File: config.mk
export PLATFORM = sky130hd
export DESIGN_NAME = periph_bus_rr_arbiter
export DESIGN_NICKNAME = d
export VERILOG_FILES = /design/src/rtl/periph_bus_rr_arbiter.sv
export SDC_FILE = /design/constraint.sdc
export NUM_CORES = 1
export LEC_CHECK = 0
export BUFFER_PORTS_ARGS = -buffer_cell sky130_fd_sc_hd__buf_2
export CAP_MARGIN = 20
export CORE_AREA = 2 2 245 247
export CTS_CLUSTER_DIAMETER = 40
export DETAILED_ROUTE_END_ITERATION = 16
export DIE_AREA = 0 0 247 249
export PLACE_DENSITY = 0.3
export SYNTH_ARGS = -nofsm -noshare
export SYNTH_HDL_FRONTEND = slang
export SYNTH_SLANG_ARGS = --single-unit
File: constraint.sdc
create_clock -name clk_i -period 3.4 [get_ports clk_i]
set_input_delay 0 -clock clk_i [delete_from_list [all_inputs] [get_ports clk_i]]
set_output_delay 0 -clock clk_i [all_outputs]
set_load 0.01 [all_outputs]
File: src/rtl/periph_bus_rr_arbiter.sv
`default_nettype none
// ============================================================================
// Module      : periph_bus_rr_arbiter
// Description : N-to-1 round-robin arbiter for the cluster peripheral bus.
//               Merges NUM_MASTERS req/gnt masters onto one slave port,
//               holds the winner until it is granted (lock), prefixes the
//               request ID with the winner index so responses can be routed
//               back, and caps the number of in-flight transactions.
// Ports       : clk_i / rst_i        clock, synchronous active-high reset
//               m_*_i / m_*_o        per-master request and response channels
//               s_*_o / s_*_i        shared slave request and response channels
//               outstanding_o        accepted-but-unanswered transaction count
//               err_o                sticky: response carried an invalid index
// Revision    : 1.0  initial release
// ============================================================================
module periph_bus_rr_arbiter #(
    parameter  int NUM_MASTERS     = 4,
    parameter  int ADDR_WIDTH      = 32,
    parameter  int DATA_WIDTH      = 32,
    parameter  int ID_WIDTH        = 9,
    parameter  int MAX_OUTSTANDING = 4,
    localparam int BE_W            = DATA_WIDTH / 8,
    localparam int IDX_W           = (NUM_MASTERS > 1) ? $clog2(NUM_MASTERS) : 1,
    localparam int SID_W           = ID_WIDTH + IDX_W,
    localparam int CNT_W           = $clog2(MAX_OUTSTANDING + 1)
) (
    input  logic                              clk_i,
    input  logic                              rst_i,
    // master request channel
    input  logic [NUM_MASTERS-1:0]            m_req_i,
    input  logic [NUM_MASTERS*ADDR_WIDTH-1:0] m_add_i,
    input  logic [NUM_MASTERS-1:0]            m_wen_i,
    input  logic [NUM_MASTERS*DATA_WIDTH-1:0] m_wdata_i,
    input  logic [NUM_MASTERS*BE_W-1:0]       m_be_i,
    input  logic [NUM_MASTERS*ID_WIDTH-1:0]   m_id_i,
    output logic [NUM_MASTERS-1:0]            m_gnt_o,
    // master response channel
    output logic [NUM_MASTERS-1:0]            m_r_valid_o,
    output logic [NUM_MASTERS-1:0]            m_r_opc_o,
    output logic [NUM_MASTERS*ID_WIDTH-1:0]   m_r_id_o,
    output logic [NUM_MASTERS*DATA_WIDTH-1:0] m_r_rdata_o,
    // slave request channel
    output logic                              s_req_o,
    output logic [ADDR_WIDTH-1:0]             s_add_o,
    output logic                              s_wen_o,
    output logic [DATA_WIDTH-1:0]             s_wdata_o,
    output logic [BE_W-1:0]                   s_be_o,
    output logic [SID_W-1:0]                  s_id_o,
    input  logic                              s_gnt_i,
    // slave response channel
    input  logic                              s_r_valid_i,
    input  logic                              s_r_opc_i,
    input  logic [SID_W-1:0]                  s_r_id_i,
    input  logic [DATA_WIDTH-1:0]             s_r_rdata_i,
    // status
    output logic [CNT_W-1:0]                  outstanding_o,
    output logic                              err_o
);

    localparam logic [CNT_W-1:0] C_MAX_CNT  = CNT_W'(MAX_OUTSTANDING);
    localparam logic [CNT_W-1:0] C_CNT_ONE  = CNT_W'(1);
    localparam logic [IDX_W-1:0] C_LAST_IDX = IDX_W'(NUM_MASTERS - 1);
    localparam logic [IDX_W-1:0] C_IDX_ONE  = IDX_W'(1);
    localparam logic [IDX_W:0]   C_NUM_EXT  = (IDX_W + 1)'(NUM_MASTERS);

    // ------------------------------------------------------------------
    // State
    // ------------------------------------------------------------------
    logic [IDX_W-1:0] r_rr_ptr;
    logic             r_lock;
    logic [IDX_W-1:0] r_lock_idx;
    logic [CNT_W-1:0] r_count;
    logic             r_err;

    // ------------------------------------------------------------------
    // Combinational
    // ------------------------------------------------------------------
    logic [IDX_W:0]   w_cand;
    logic [IDX_W-1:0] w_arb_idx;
    logic [IDX_W-1:0] w_win;
    logic             w_any_req;
    logic             w_full;
    logic             w_req;
    logic             w_hs;
    logic [IDX_W-1:0] w_rsp_idx;
    logic             w_rsp_bad;

    // Round-robin search. Offsets are scanned from the farthest to the
    // nearest so that the last hit, i.e. the master closest to r_rr_ptr,
    // is the one that sticks. The extra bit on w_cand holds ptr+offset
    // before the modulo wrap, which works for non-power-of-2 counts.
    always_comb begin
        w_arb_idx = r_rr_ptr;
        w_cand    = '0;
        for (int k = NUM_MASTERS - 1; k >= 0; k--) begin
            w_cand = {1'b0, r_rr_ptr} + (IDX_W + 1)'(k);
            if (w_cand >= C_NUM_EXT) begin
                w_cand = w_cand - C_NUM_EXT;
            end
            if (m_req_i[w_cand[IDX_W-1:0]]) begin
                w_arb_idx = w_cand[IDX_W-1:0];
            end
        end
    end

    // While locked, only the held master may drive the slave port. Its
    // request alone qualifies s_req_o, so an illegally dropped locked
    // request never presents another master's fields under the wrong index.
    assign w_win     = r_lock ? r_lock_idx : w_arb_idx;
    assign w_any_req = r_lock ? m_req_i[r_lock_idx] : (|m_req_i);

    // A response in the same cycle frees a slot, so a full counter does
    // not block a request whose slot is being released right now.
    assign w_full = (r_count == C_MAX_CNT) && !s_r_valid_i;
    assign w_req  = w_any_req && !w_full;
    assign w_hs   = w_req && s_gnt_i;

    // Request mux and grant fan-out; all slave fields are zero when idle.
    always_comb begin
        s_req_o   = w_req;
        s_add_o   = '0;
        s_wen_o   = 1'b0;
        s_wdata_o = '0;
        s_be_o    = '0;
        s_id_o    = '0;
        m_gnt_o   = '0;
        for (int i = 0; i < NUM_MASTERS; i++) begin
            if (w_req && (w_win == IDX_W'(i))) begin
                s_add_o    = m_add_i[i*ADDR_WIDTH +: ADDR_WIDTH];
                s_wen_o    = m_wen_i[i];
                s_wdata_o  = m_wdata_i[i*DATA_WIDTH +: DATA_WIDTH];
                s_be_o     = m_be_i[i*BE_W +: BE_W];
                s_id_o     = {w_win, m_id_i[i*ID_WIDTH +: ID_WIDTH]};
                m_gnt_o[i] = s_gnt_i;
            end
        end
    end

    // Response routing by the index carried in the upper ID bits.
    assign w_rsp_idx = s_r_id_i[SID_W-1:ID_WIDTH];
    assign w_rsp_bad = s_r_valid_i && (int'(w_rsp_idx) >= NUM_MASTERS);

    always_comb begin
        m_r_valid_o = '0;
        m_r_opc_o   = '0;
        m_r_id_o    = '0;
        for (int i = 0; i < NUM_MASTERS; i++) begin
            if (w_rsp_idx == IDX_W'(i)) begin
                m_r_valid_o[i]                    = s_r_valid_i;
                m_r_opc_o[i]                      = s_r_opc_i;
                m_r_id_o[i*ID_WIDTH +: ID_WIDTH]  = s_r_id_i[ID_WIDTH-1:0];
            end
        end
    end

    // Read data is broadcast; only the routed r_valid qualifies it.
    assign m_r_rdata_o = {NUM_MASTERS{s_r_rdata_i}};

    // ------------------------------------------------------------------
    // Sequential
    // ------------------------------------------------------------------
    always_ff @(posedge clk_i) begin
        if (rst_i) begin
            r_rr_ptr   <= '0;
            r_lock     <= 1'b0;
            r_lock_idx <= '0;
            r_count    <= '0;
            r_err      <= 1'b0;
        end else begin
            // Pointer advance and lock handling
            if (w_hs) begin
                r_rr_ptr <= (w_win == C_LAST_IDX) ? '0 : (w_win + C_IDX_ONE);
                r_lock   <= 1'b0;
            end else if (w_req) begin
                r_lock     <= 1'b1;
                r_lock_idx <= w_win;
            end else if (r_lock && !m_req_i[r_lock_idx]) begin
                r_lock <= 1'b0;
            end

            // In-flight counter. A handshake cannot occur while full, so
            // the count never exceeds MAX_OUTSTANDING; a stray response at
            // zero (e.g. after a reset mid-transaction) saturates.
            case ({w_hs, s_r_valid_i})
                2'b10: r_count <= r_count + C_CNT_ONE;
                2'b01: begin
                    if (r_count != '0) begin
                        r_count <= r_count - C_CNT_ONE;
                    end
                end
                default: ;
            endcase

            if (w_rsp_bad) begin
                r_err <= 1'b1;
            end
        end
    end

    assign outstanding_o = r_count;
    assign err_o         = r_err;

endmodule
`default_nettype wire

* After elaboration in Yosys (flattened, before gate mapping)
Cells that the tools add are included.
** Storage, ports and cells
- Bits in registers :: 8
- Bits of input ports :: 364
- Output and inout port bits :: 261
** Cells by class
- Reductions and logical operators :: 20
- $add $sub $neg :: 10
- Muxes and demuxes :: 61
- Equality and inequality tests :: 10
- Order comparisons :: 9
- Bitwise logic cells :: 1
** Operators with widths (number)
- $mux 32 :: 8
- $mux 11 :: 4
- $mux 9 :: 4
- $mux 1 :: 24
- $mux 2 :: 10
- $mux 4 :: 4
- $lt 2x3->1 const B :: 5
- $bmux 1 s2 :: 5
- $eq 2x2->1 const B :: 5
- $ge 3x3->1 const B :: 3
- $logic_and 1x1->1 :: 8
- $sub 2x1->2 const B :: 4
- $add 2x2->3 const B :: 2
- $eq 2x1->1 const B :: 3
- $pmux 3 s2 :: 1
- $logic_not 2->1 :: 2
- $reduce_and 2->1 :: 2
- $reduce_bool 2->1 :: 2
- $reduce_or 4->1 :: 1
- $add 2x1->3 const B :: 1
- $add 3x1->3 const B :: 1
- $eq 3x3->1 const B :: 1
- $ge 2x3->1 const B :: 1
- $logic_not 1->1 :: 3
- 7 further kinds :: 7

* Longest topological paths before layout
Gate-level depths: netlist of the first run.
- Depth after elaboration :: 16
- Depth in mapped cells :: 12
- Mapped depth without buffers :: 10

* Worst setup path after synthesis of the first run
No wires, ideal clock.
- Path kind :: register to output
- Start point :: register r_rr_ptr[0]
- End point :: output s_id_o[6]
- Slack :: 756 ps
- Cell stages (with the launch flop) :: 12
- Data arrival time :: 2644 ps
- Path buffers :: 3
- Data required time :: 3400 ps
- Cells stage by stage :: dfxtp_1 > or2b_1 > a21boi_0 > o41ai_1 > ha_1 > buf_2 > clkbuf_1 > clkbuf_1 > a221oi_1 > nor3_1 > a21oi_1 > nor2_1
** Between the ends
- Longest elaborated chain between the ends :: 16
** RTL lines
- start, declared :: RTL line 69 : logic [IDX_W-1:0] r_rr_ptr;
- start signal, assigned :: RTL line 172 : r_rr_ptr <= (w_win == C_LAST_IDX) ? '0 : (w_win + C_IDX_ONE);
- $add 2x2->3 :: RTL line 96 : w_cand = {1'b0, r_rr_ptr} + (IDX_W + 1)'(k);
- $ge 3x3->1 or $sub 2x1->2 (tied branches) :: RTL line 97, 98
- $mux 2 :: RTL line 97 : if (w_cand >= C_NUM_EXT) begin
- $bmux 1 s2 :: RTL line 100 : if (m_req_i[w_cand[IDX_W-1:0]]) begin
- $mux 1 (not written as such) :: RTL line 100
- $mux 2 (3 in series) :: RTL line 100
- $mux 2 * :: RTL line 100
- $mux 2 * :: RTL line 109 : assign w_win = r_lock ? r_lock_idx : w_arb_idx;
- net w_win[0] :: RTL line 80 : logic [IDX_W-1:0] w_win;
- $logic_not 2->1 :: RTL line 128 : if (w_req && (w_win == IDX_W'(i))) begin
- $logic_and 1x1->1 :: RTL line 128
- $mux 11 (3 in series) :: RTL line 128
- $mux 11 * :: RTL line 128
- end, declared :: RTL line 48 : output logic [SID_W-1:0] s_id_o,
The timed path passes the listed nets; every way through them passes the cells marked *. The select of a mux whose other input is x is not followed.

* Worst setup path in the final report of the first run
- Start point :: register r_rr_ptr[0]
- End point :: output s_add_o[12]
** Between the ends
- Longest elaborated chain between the ends :: 16
** RTL lines
- $add 2x2->3 :: RTL line 96
- $ge 3x3->1 or $sub 2x1->2 (tied branches) :: RTL line 97, 98
- $mux 2 :: RTL line 97
- $bmux 1 s2 :: RTL line 100
- $mux 1 (not written as such) :: RTL line 100
- $mux 2 (3 in series) :: RTL line 100
- $mux 2 * :: RTL line 100
- $mux 2 * :: RTL line 109
- net w_win[0] :: RTL line 80
- $logic_not 2->1 :: RTL line 128
- $logic_and 1x1->1 :: RTL line 128
- $mux 32 (3 in series) :: RTL line 128
- $mux 32 * :: RTL line 128
- end, declared :: RTL line 44 : output logic [ADDR_WIDTH-1:0] s_add_o,
Marked as above.

==> results.md, run 1 <==
* Setup fix buffers added after clock tree synthesis at 0
* Crit Path Class: reg -> out
* Sequential-to-total area share from yosys stat at 3.15%
* Clock tree from TritonCTS: done
* Status: finished clean
* Maximum clock insertion buffer count at 2
* R2R depth at 9
* Setup Skew at 0.000781 ns
* Kind of launch point of the worst setup path: flop
* Cell leakage power at 3.60 nW
* Clock-pin slew on the worst setup and hold paths at 0.04 ns
* Total Power at 3.57 mW
* Worst hold-check slack at 0.00000689 ns
* Top area cells in the synthesized netlist: buf_4, nor2b_1, a221oi_1
* Area of the die at 0.0615 mm2
* Worst-margin pin slew at 0.661 ns
* GRT Overall Usage at 8.29%
* Total count of max-transition violations in the final report at 0
* Number of H-tree branching levels at 1
* Setup slack of the worst register-to-register path at 0.94 ns
* Count of input and output buffers at 463
* Synthesized instance count at 815
* Yosys warns at 0
* Distinct cell type count after synthesis at 46
* Time the worst path needs with I/O delays and setup at 3.18 ns
* Initial cell density of the core at 8.67%
* Vias in the first global route at 6742
* Horizontal extent of the die at 247 um
* DRC at 0
* Number of enable-type register cells in the synthesized netlist at 0
* Grt ovf at 0
* Initial antenna violation count at 4
* Proportion of layout cells with a drive suffix above 1 at 47.2%
* Placer's final routability congestion estimate at 0.780
* Area grow syn2layout at 49.8%
* Tcrit/Tclk final at 93.6%
* DR pass1 iterations at 4
* Type of destination of the critical path: primary output
* Unrepaired setup endpoints after global routing: yes
* Critical register-to-register path startpoint: r_rr_ptr[0]$_SDFFE_PP0P_
* Mapped Area at 0.00509 mm2
* Final nets at 1483
* Flop and latch count out of synthesis at 8
* Via-per-instance ratio at 3.57
* Number of nets with antenna violations after detailed routing at 0
* Critical register-to-register path endpoint: r_rr_ptr[0]$_SDFFE_PP0P_
* Number of failing setup endpoints in the final timing report at 0
* Achievable clock frequency at 314 MHz
* Cell area power density at 469 mW/mm2
* Vert. Die Dim at 249 um
* Post-Syn Nets at 1184
* Critical Path RT at 3.40 ns
* Latest clock arrival within the worst-skew pair at 0.23 ns
* Global-route wire length before repair at 40000 um
* Boundary pin count at 625
* Placement-stage cell area at 0.00752 mm2
* Proportion of synthesized flip-flops having asynchronous set or reset at 0%
* Peak fanout along the critical path at 43
* Path category of the worst min-delay check: in -> out
* DP Wirelength at 23700 um
* Most instantiated flip-flop cell in the synthesis netlist: dfxtp_1
* # Max-Cap Violations at 0
* Vias post-DR at 6731
* Number of clock sinks seen by CTS at 8
* Clk Tree Root Cell: clkbuf_16
* HP Start: s_r_rdata_i[11]
* Setup Total Neg Slack at 0 ns
* Number of buffers created by CTS at 3
* Total length of routed wires at 28200 um
* Crit path setup slack, layout at 0.218 ns
* Max-slew headroom at 55.9%
* Area of the placeable core at 0.0587 mm2
* Hold depth at 0
* Count of final hold-check violations at 0
* Hold Crit Endpoint: m_r_rdata_o[107]
* Mean area per synthesized cell at 6.24 um2
* Worst slack at placement at 0.320 ns
* Cell type contributing the most total cell area after synthesis: buf_4
* Cell area after layout at 0.00762 mm2
* DRT iter0 DRCs at 191
* WP data arrival at 3.18 ns
* Standard-cell rows at 89
* Maximum vdd drop at 188 uV
* Routed len/inst at 15.0 um
* Pin count of the biggest net entering global routing at 60
* N_diodes at 0
* Share of Yosys cell area claimed by the top area cell type at 19.2%
cell type report:
type	instances	area, um2
Tap cell	773	967
Sequential cell	8	160
Inverter	9	33.8
Timing Repair Buffer	501	2690
Multi-Input combinational cell	591	3690
Fill cell	6929	51100
Clock buffer	3	75.1
Yosys cell counts, types with 3 or more instances:
library cell / count
a21oi_1: 81
a221oi_1: 78
and2_1: 37
and3_1: 11
buf_1: 3
buf_2: 10
buf_4: 130
clkbuf_1: 64
dfxtp_1: 8
ha_1: 4
inv_1: 9
mux2_2: 3
mux2i_1: 4
nand2_1: 6
nand2b_1: 4
nand3_1: 4
nor2_1: 88
nor2b_1: 156
nor3_1: 80
o21ai_0: 3
or3_1: 3
placed cells by master (no fill, tap or decap), drive strengths merged, types with 2 or more instances in the layout:
master  netlist  routed
mux2          4       4
buf         143     501
nor3         80      80
o211ai        2       2
or2b          2       2
nor4          2       2
o21ai         4       4
dfxtp         8       8
a211oi        3       3
nor2         89      89
and3         11      11
a21oi        81      81
nand2b        4       4
or3           3       3
inv           9       9
and2         37      37
nand3         4       4
a221oi       78      78
mux2i         4       4
nor2b       156     156
nand2         6       6
o22ai         3       3
ha            4       4
clkbuf       64       3
flip-flops by register name, summed over array words and instances (netlist names):
register and flops:
r_lock_idx 2, r_rr_ptr 2, outstanding_o 3, r_lock 1
through the flow:
step	utilization (%)	cells
after floorplan	-	815
after global placement	12.8	1882
after detailed placement	12.8	1882
after CTS	12.9	1885
after global routing	13.0	1885
final	13.0	1885
logic make-up (layout without fill, tap and decap cells):
kind of cell,after synthesis,in the layout,share of synthesized area [%]
fa+ha+maj,5,5,1.38
compound gates,178,178,24.9
flops,8,8,3.15
mux,9,9,2.19
other cells,1,1,0.0737
simple gates,398,398,42.6
buf+inv,216,513,25.8
per-layer routing:
metal  global-route usage (%)  up-vias  share of wire, %  wire (um)
met2                     15.4      343                49      13900
met1                     9.41     3031                39      11100
li1                         -     3303                 -          -
met4                     1.74        6               2.1        592
met3                     2.10       48               9.0       2550
met5                        0        -              0.17         47
worst max-delay path: stages (launching register included):
cell      delay, ns
dfxtp_1        0.39
or2b_1         0.14
a21boi_0       0.08
o41ai_1        0.44
buf_4          0.24
ha_4           0.29
buf_12         0.19
buf_12         0.23
nor2b_1        0.07
a221oi_1       0.36
nor3_2         0.13
a21oi_1        0.14
nor2_1         0.05
buf_2          0.15
timing repair:
item	in CTS	in global routing
hold buffers	0	0
endpoints found under the setup margin	0	7
endpoints found under the hold margin	0	0
gates resized for setup	0	4
report_power, final:
group,internal [mW],switching [mW]
Combinational,1.39,1.85
Sequential,0.110,0.0246
Clock,0.152,0.0475
how the worst max path moves through the flow:
stage               depth (start not counted)                     start  slack (ns)           to
global placement                           12  r_rr_ptr[0]$_SDFFE_PP0P_        0.30  s_add_o[12]
finish                                     13  r_rr_ptr[0]$_SDFFE_PP0P_        0.22  s_add_o[12]
floorplan                                  11  r_rr_ptr[0]$_SDFFE_PP0P_        0.76    s_id_o[6]
detailed placement                         12  r_rr_ptr[0]$_SDFFE_PP0P_        0.32  s_add_o[12]
global route                               13  r_rr_ptr[0]$_SDFFE_PP0P_       -0.02  s_add_o[16]
CTS                                        12  r_rr_ptr[0]$_SDFFE_PP0P_        0.06  s_add_o[12]
Note: power is estimated with default switching activity, not from simulation.
==> inputs of run 2 (changes only) <==
--- a/config.mk
+++ b/config.mk
@@ -7,10 +7,10 @@
 export LEC_CHECK = 0
 export BUFFER_PORTS_ARGS = -buffer_cell sky130_fd_sc_hd__buf_2
 export CAP_MARGIN = 20
-export CORE_AREA = 2 2 245 247
+export CORE_AREA = 2 2 242 244
 export CTS_CLUSTER_DIAMETER = 40
 export DETAILED_ROUTE_END_ITERATION = 16
-export DIE_AREA = 0 0 247 249
+export DIE_AREA = 0 0 244 246
 export PLACE_DENSITY = 0.3
 export SYNTH_ARGS = -nofsm -noshare
 export SYNTH_HDL_FRONTEND = slang
==> constraint.sdc (replaced) <==
create_clock -name clk_i -period 2.6 [get_ports clk_i]
set_input_delay 0 -clock clk_i [delete_from_list [all_inputs] [get_ports clk_i]]
set_output_delay 0 -clock clk_i [all_outputs]
set_load 0.01 [all_outputs]
==> run 2 against run 1 <==
Compared with the run above: critical path type unchanged; sequential power rose by 25%; the run now ends with negative setup slack left; critical path depth rose by 1; setup slack got worse by 0.32 ns; die area fell by 2.4%; critical endpoint is now s_add_o[7]; largest power group unchanged.
==> results.md, run 2 (same netlist as run 1, synthesis figures left out) <==
* Maximum clock insertion buffer count at 2 (unchanged)
* Number of H-tree branching levels at 1 (unchanged)
* Total Power at 7.29 mW (was 3.57 mW)
* Status: complete, but fails checks (was finished clean)
* Worst slack at placement at -0.111 ns (was 0.320 ns)
* Via-per-instance ratio at 3.77 (was 3.57)
* Time the worst path needs with I/O delays and setup at 2.70 ns
* Kind of launch point of the worst setup path: flop (unchanged)
* DRC at 0 (unchanged)
* Crit Path Class: reg -> out (unchanged)
* Path category of the worst min-delay check: in -> out (unchanged)
* Type of destination of the critical path: primary output (unchanged)
* Number of buffers created by CTS at 3 (unchanged)
* Pin count of the biggest net entering global routing at 32 (was 60)
* Proportion of layout cells with a drive suffix above 1 at 67.1% (was 47.2%)
* Cell area power density at 692 mW/mm2 (was 469 mW/mm2)
* Standard-cell rows at 88 (was 89)
* Total count of max-transition violations in the final report at 0 (unchanged)
* Most common cell after layout, fill and taps aside: buf_2 (unchanged)
* DRT iter0 DRCs at 209 (was 191)
* Critical Path RT at 2.60 ns (was 3.40 ns)
* Number of clock sinks seen by CTS at 8 (unchanged)
* Initial cell density of the core at 8.87% (was 8.67%)
* Most numerous cell on the critical path: buf_12 (unchanged)
* Horizontal extent of the die at 244 um (was 247 um)
* WP data arrival at 2.70 ns (was 3.18 ns)
* Cell-by-cell trace of the critical path: or2b_1 > a21boi_4 > o41ai_4 > buf_4 > ha_4 > buf_12 > buf_12 > buf_12 > nor2b_4 > a221oi_4 > nor3_2 > a21oi_2 > nor2_1 > buf_2 (was or2b_1 > a21boi_0 > o41ai_1 > buf_4 > ha_4 > buf_12 > buf_12 > nor2b_1 > a221oi_1 > nor3_2 > a21oi_1 > nor2_1 > buf_2)
* Cell with the biggest individual delay on the critical path: dfxtp_4 (was o41ai_1)
* Area grow syn2layout at 107% (was 49.8%)
* Fraction of the core area covered by cells at the end of the flow at 18.4% (was 13.0%)
* Latest clock arrival within the worst-skew pair at 0.23 ns (about the same)
* Internal power at 3.77 mW (was 1.65 mW)
* Switching power at 3.52 mW (was 1.92 mW)
* Clk Tree Root Cell: clkbuf_16 (unchanged)
* Tcrit/Tclk final at 104%
* Largest stage delay, worst path at 0.36 ns (was 0.44 ns)
* Failing checks: negative setup slack
* Area of the die at 0.0600 mm2 (was 0.0615 mm2)
* Vert. Die Dim at 246 um (was 249 um)
* Setup slack of the worst register-to-register path at 0.15 ns (was 0.94 ns)
* Peak fanout along the critical path at 7 (was 43)
* Logic pwr share at 94.1% (was 90.7%)
* DR pass1 iterations at 4 (unchanged)
* Area of the placeable core at 0.0574 mm2 (was 0.0587 mm2)
* Global-route wire length before repair at 46300 um (was 40000 um)
* Vias in the first global route at 7555 (was 6742)
* Maximum vdd drop at 260 uV (was 188 uV)
* Clock tree from TritonCTS: done (unchanged)
* GRT Overall Usage at 10.0% (was 8.29%)
* Largest delay contributor family on the critical path: compound AO/OA/AOI/OAI gates (unchanged)
* # Max-Cap Violations at 0 (unchanged)
* Number of nets with antenna violations after detailed routing at 0 (unchanged)
* Number of flip-flops in the largest register at 3 (unchanged)
* Total length of routed wires at 36000 um (was 28200 um)
* Post-Place Cells at 1905 (was 1882)
* Non-filler cells, final at 1975 (was 1885)
* Share of power burned in registers at 2.3% (was 3.8%)
* Vias post-DR at 7455 (was 6731)
* Cell leakage power at 4.78 nW (was 3.60 nW)
* DP Wirelength at 24500 um (was 23700 um)
* Clock-pin slew on the worst setup and hold paths at 0.04 ns (about the same)
* Grt ovf at 0 (unchanged)
* Clock network fraction of design power at 3.6% (was 5.6%)
* Placer's final routability congestion estimate at 0.836 (was 0.780)
* Count of input and output buffers at 463 (unchanged)
* Achievable clock frequency at 370 MHz
* Worst path bufs/invs at 5 (was 4)
* Count of final hold-check violations at 0 (unchanged)
* Max-slew headroom at 57.0% (was 55.9%)
* Unrepaired setup endpoints after global routing: yes (unchanged)
* Fraction of power spent switching nets at 48.3% (was 53.7%)
* Final nets at 1581 (was 1483)
* Crit path setup slack, layout at -0.0993 ns (was 0.218 ns)
* Number of failing setup endpoints in the final timing report at 63 (was 0)
* Routed len/inst at 18.2 um (was 15.0 um)
* Initial antenna violation count at 4 (unchanged)
* Boundary pin count at 625 (unchanged)
* CTS hold repair buffers at 0 (unchanged)
* N_diodes at 0 (unchanged)
* Worst hold-check slack at 0.00000691 ns (was 0.00000689 ns)
* Most frequent cells in the layout: buf_2, nor2b_1, nor2_1, a21oi_1, a221oi_2 (was buf_2, nor2b_1, nor2_1, a21oi_1, nor3_1)
* Worst-margin pin slew at 0.644 ns (was 0.661 ns)
* Setup Skew at 0.00359 ns (was 0.000781 ns)
==> run 2: cell types whose count changed in the layout (fill, tap and decap cells not counted), moves of 16 or more <==
cell | before | now
a221oi_1 | 75 | 4
nor2b_1 | 156 | 97
a221oi_2 | 3 | 55
nor3_1 | 79 | 43
nor3_2 | 1 | 35
nor2b_2 | 0 | 33
nor2b_4 | 0 | 26
buf_6 | 0 | 22
a221oi_4 | 0 | 19
buf_12 | 7 | 26
buf_4 | 31 | 49
buf_16 | 0 | 16
==> run 2: metrics by stage <==
stage | TNS (ns) | instance area (um2)
2_1_floorplan | 0 | 5090
3_5_place_dp | -0.415 | 7860
4_1_cts | -0.945 | 9270
3_3_place_gp | -0.346 | 7860
5_1_grt | -15.95 | 10500
6_report | -2.65 | 10500
==> run 2: worst paths after layout <==
| check | from | end | cells past startpoint |
|---|---|---|---|
| worst max-delay path | r_rr_ptr[0]$_SDFFE_PP0P_ | s_add_o[7] | 14 |
| worst min register to register | r_lock_idx[0]$_SDFFE_PP0P_ | r_lock_idx[0]$_SDFFE_PP0P_ | 2 |
| worst min-delay path | s_r_rdata_i[23] | m_r_rdata_o[119] | 0 |
| worst max register to register | r_rr_ptr[0]$_SDFFE_PP0P_ | r_rr_ptr[0]$_SDFFE_PP0P_ | 16 |
==> run 2: area by class of cell <==
class	instances	area (um2)
fillers	6551	46800
flip-flops and latches	8	165
well taps	765	957
repair buffers	599	4360
multi-input cells	591	4940
clock buffers	3	75.1
inverters	9	41.3
==> run 2: per-layer routing <==
metal / track usage [%] / vias to the layer above / part of all wire (%)
met5: 0 / - / 0.13
met4: 3.28 / 6 / 4.2
met3: 2.08 / 94 / 7.1
met2: 19.1 / 417 / 52
met1: 11.0 / 3408 / 37
li1: - / 3530 / -
==> run 2: timing repair <==
item                       4_1_cts  5_1_grt
hold endpoints to repair         0        0
resized for setup              159      168
setup buffers                   23       27
pin swaps                       70       85
setup endpoints to repair       78       79
gates cloned                    13       14
==> run 2: worst register-to-register path: stages (launching register included) <==
cell	delay, ns
dfxtp_4	0.36
or2b_1	0.16
nand2_1	0.07
a21o_1	0.18
o21ai_2	0.17
buf_6	0.14
buf_12	0.11
inv_8	0.03
buf_6	0.10
ha_4	0.21
buf_16	0.17
buf_12	0.15
buf_6	0.13
buf_4	0.13
nor2_1	0.09
nand2_1	0.07
o32ai_2	0.11
==> run 2: power groups by stage <==
| stage | Combinational, mW | Clock, mW | Sequential [mW] |
|---|---|---|---|
| floorplan | 2.63 | 0 | 0.169 |
| global placement | 4.56 | 0 | 0.166 |
| detailed placement | 4.52 | 0 | 0.166 |
| CTS | 5.84 | 0.273 | 0.166 |
| global route | 7.40 | 0.280 | 0.170 |
| finish | 6.86 | 0.263 | 0.167 |
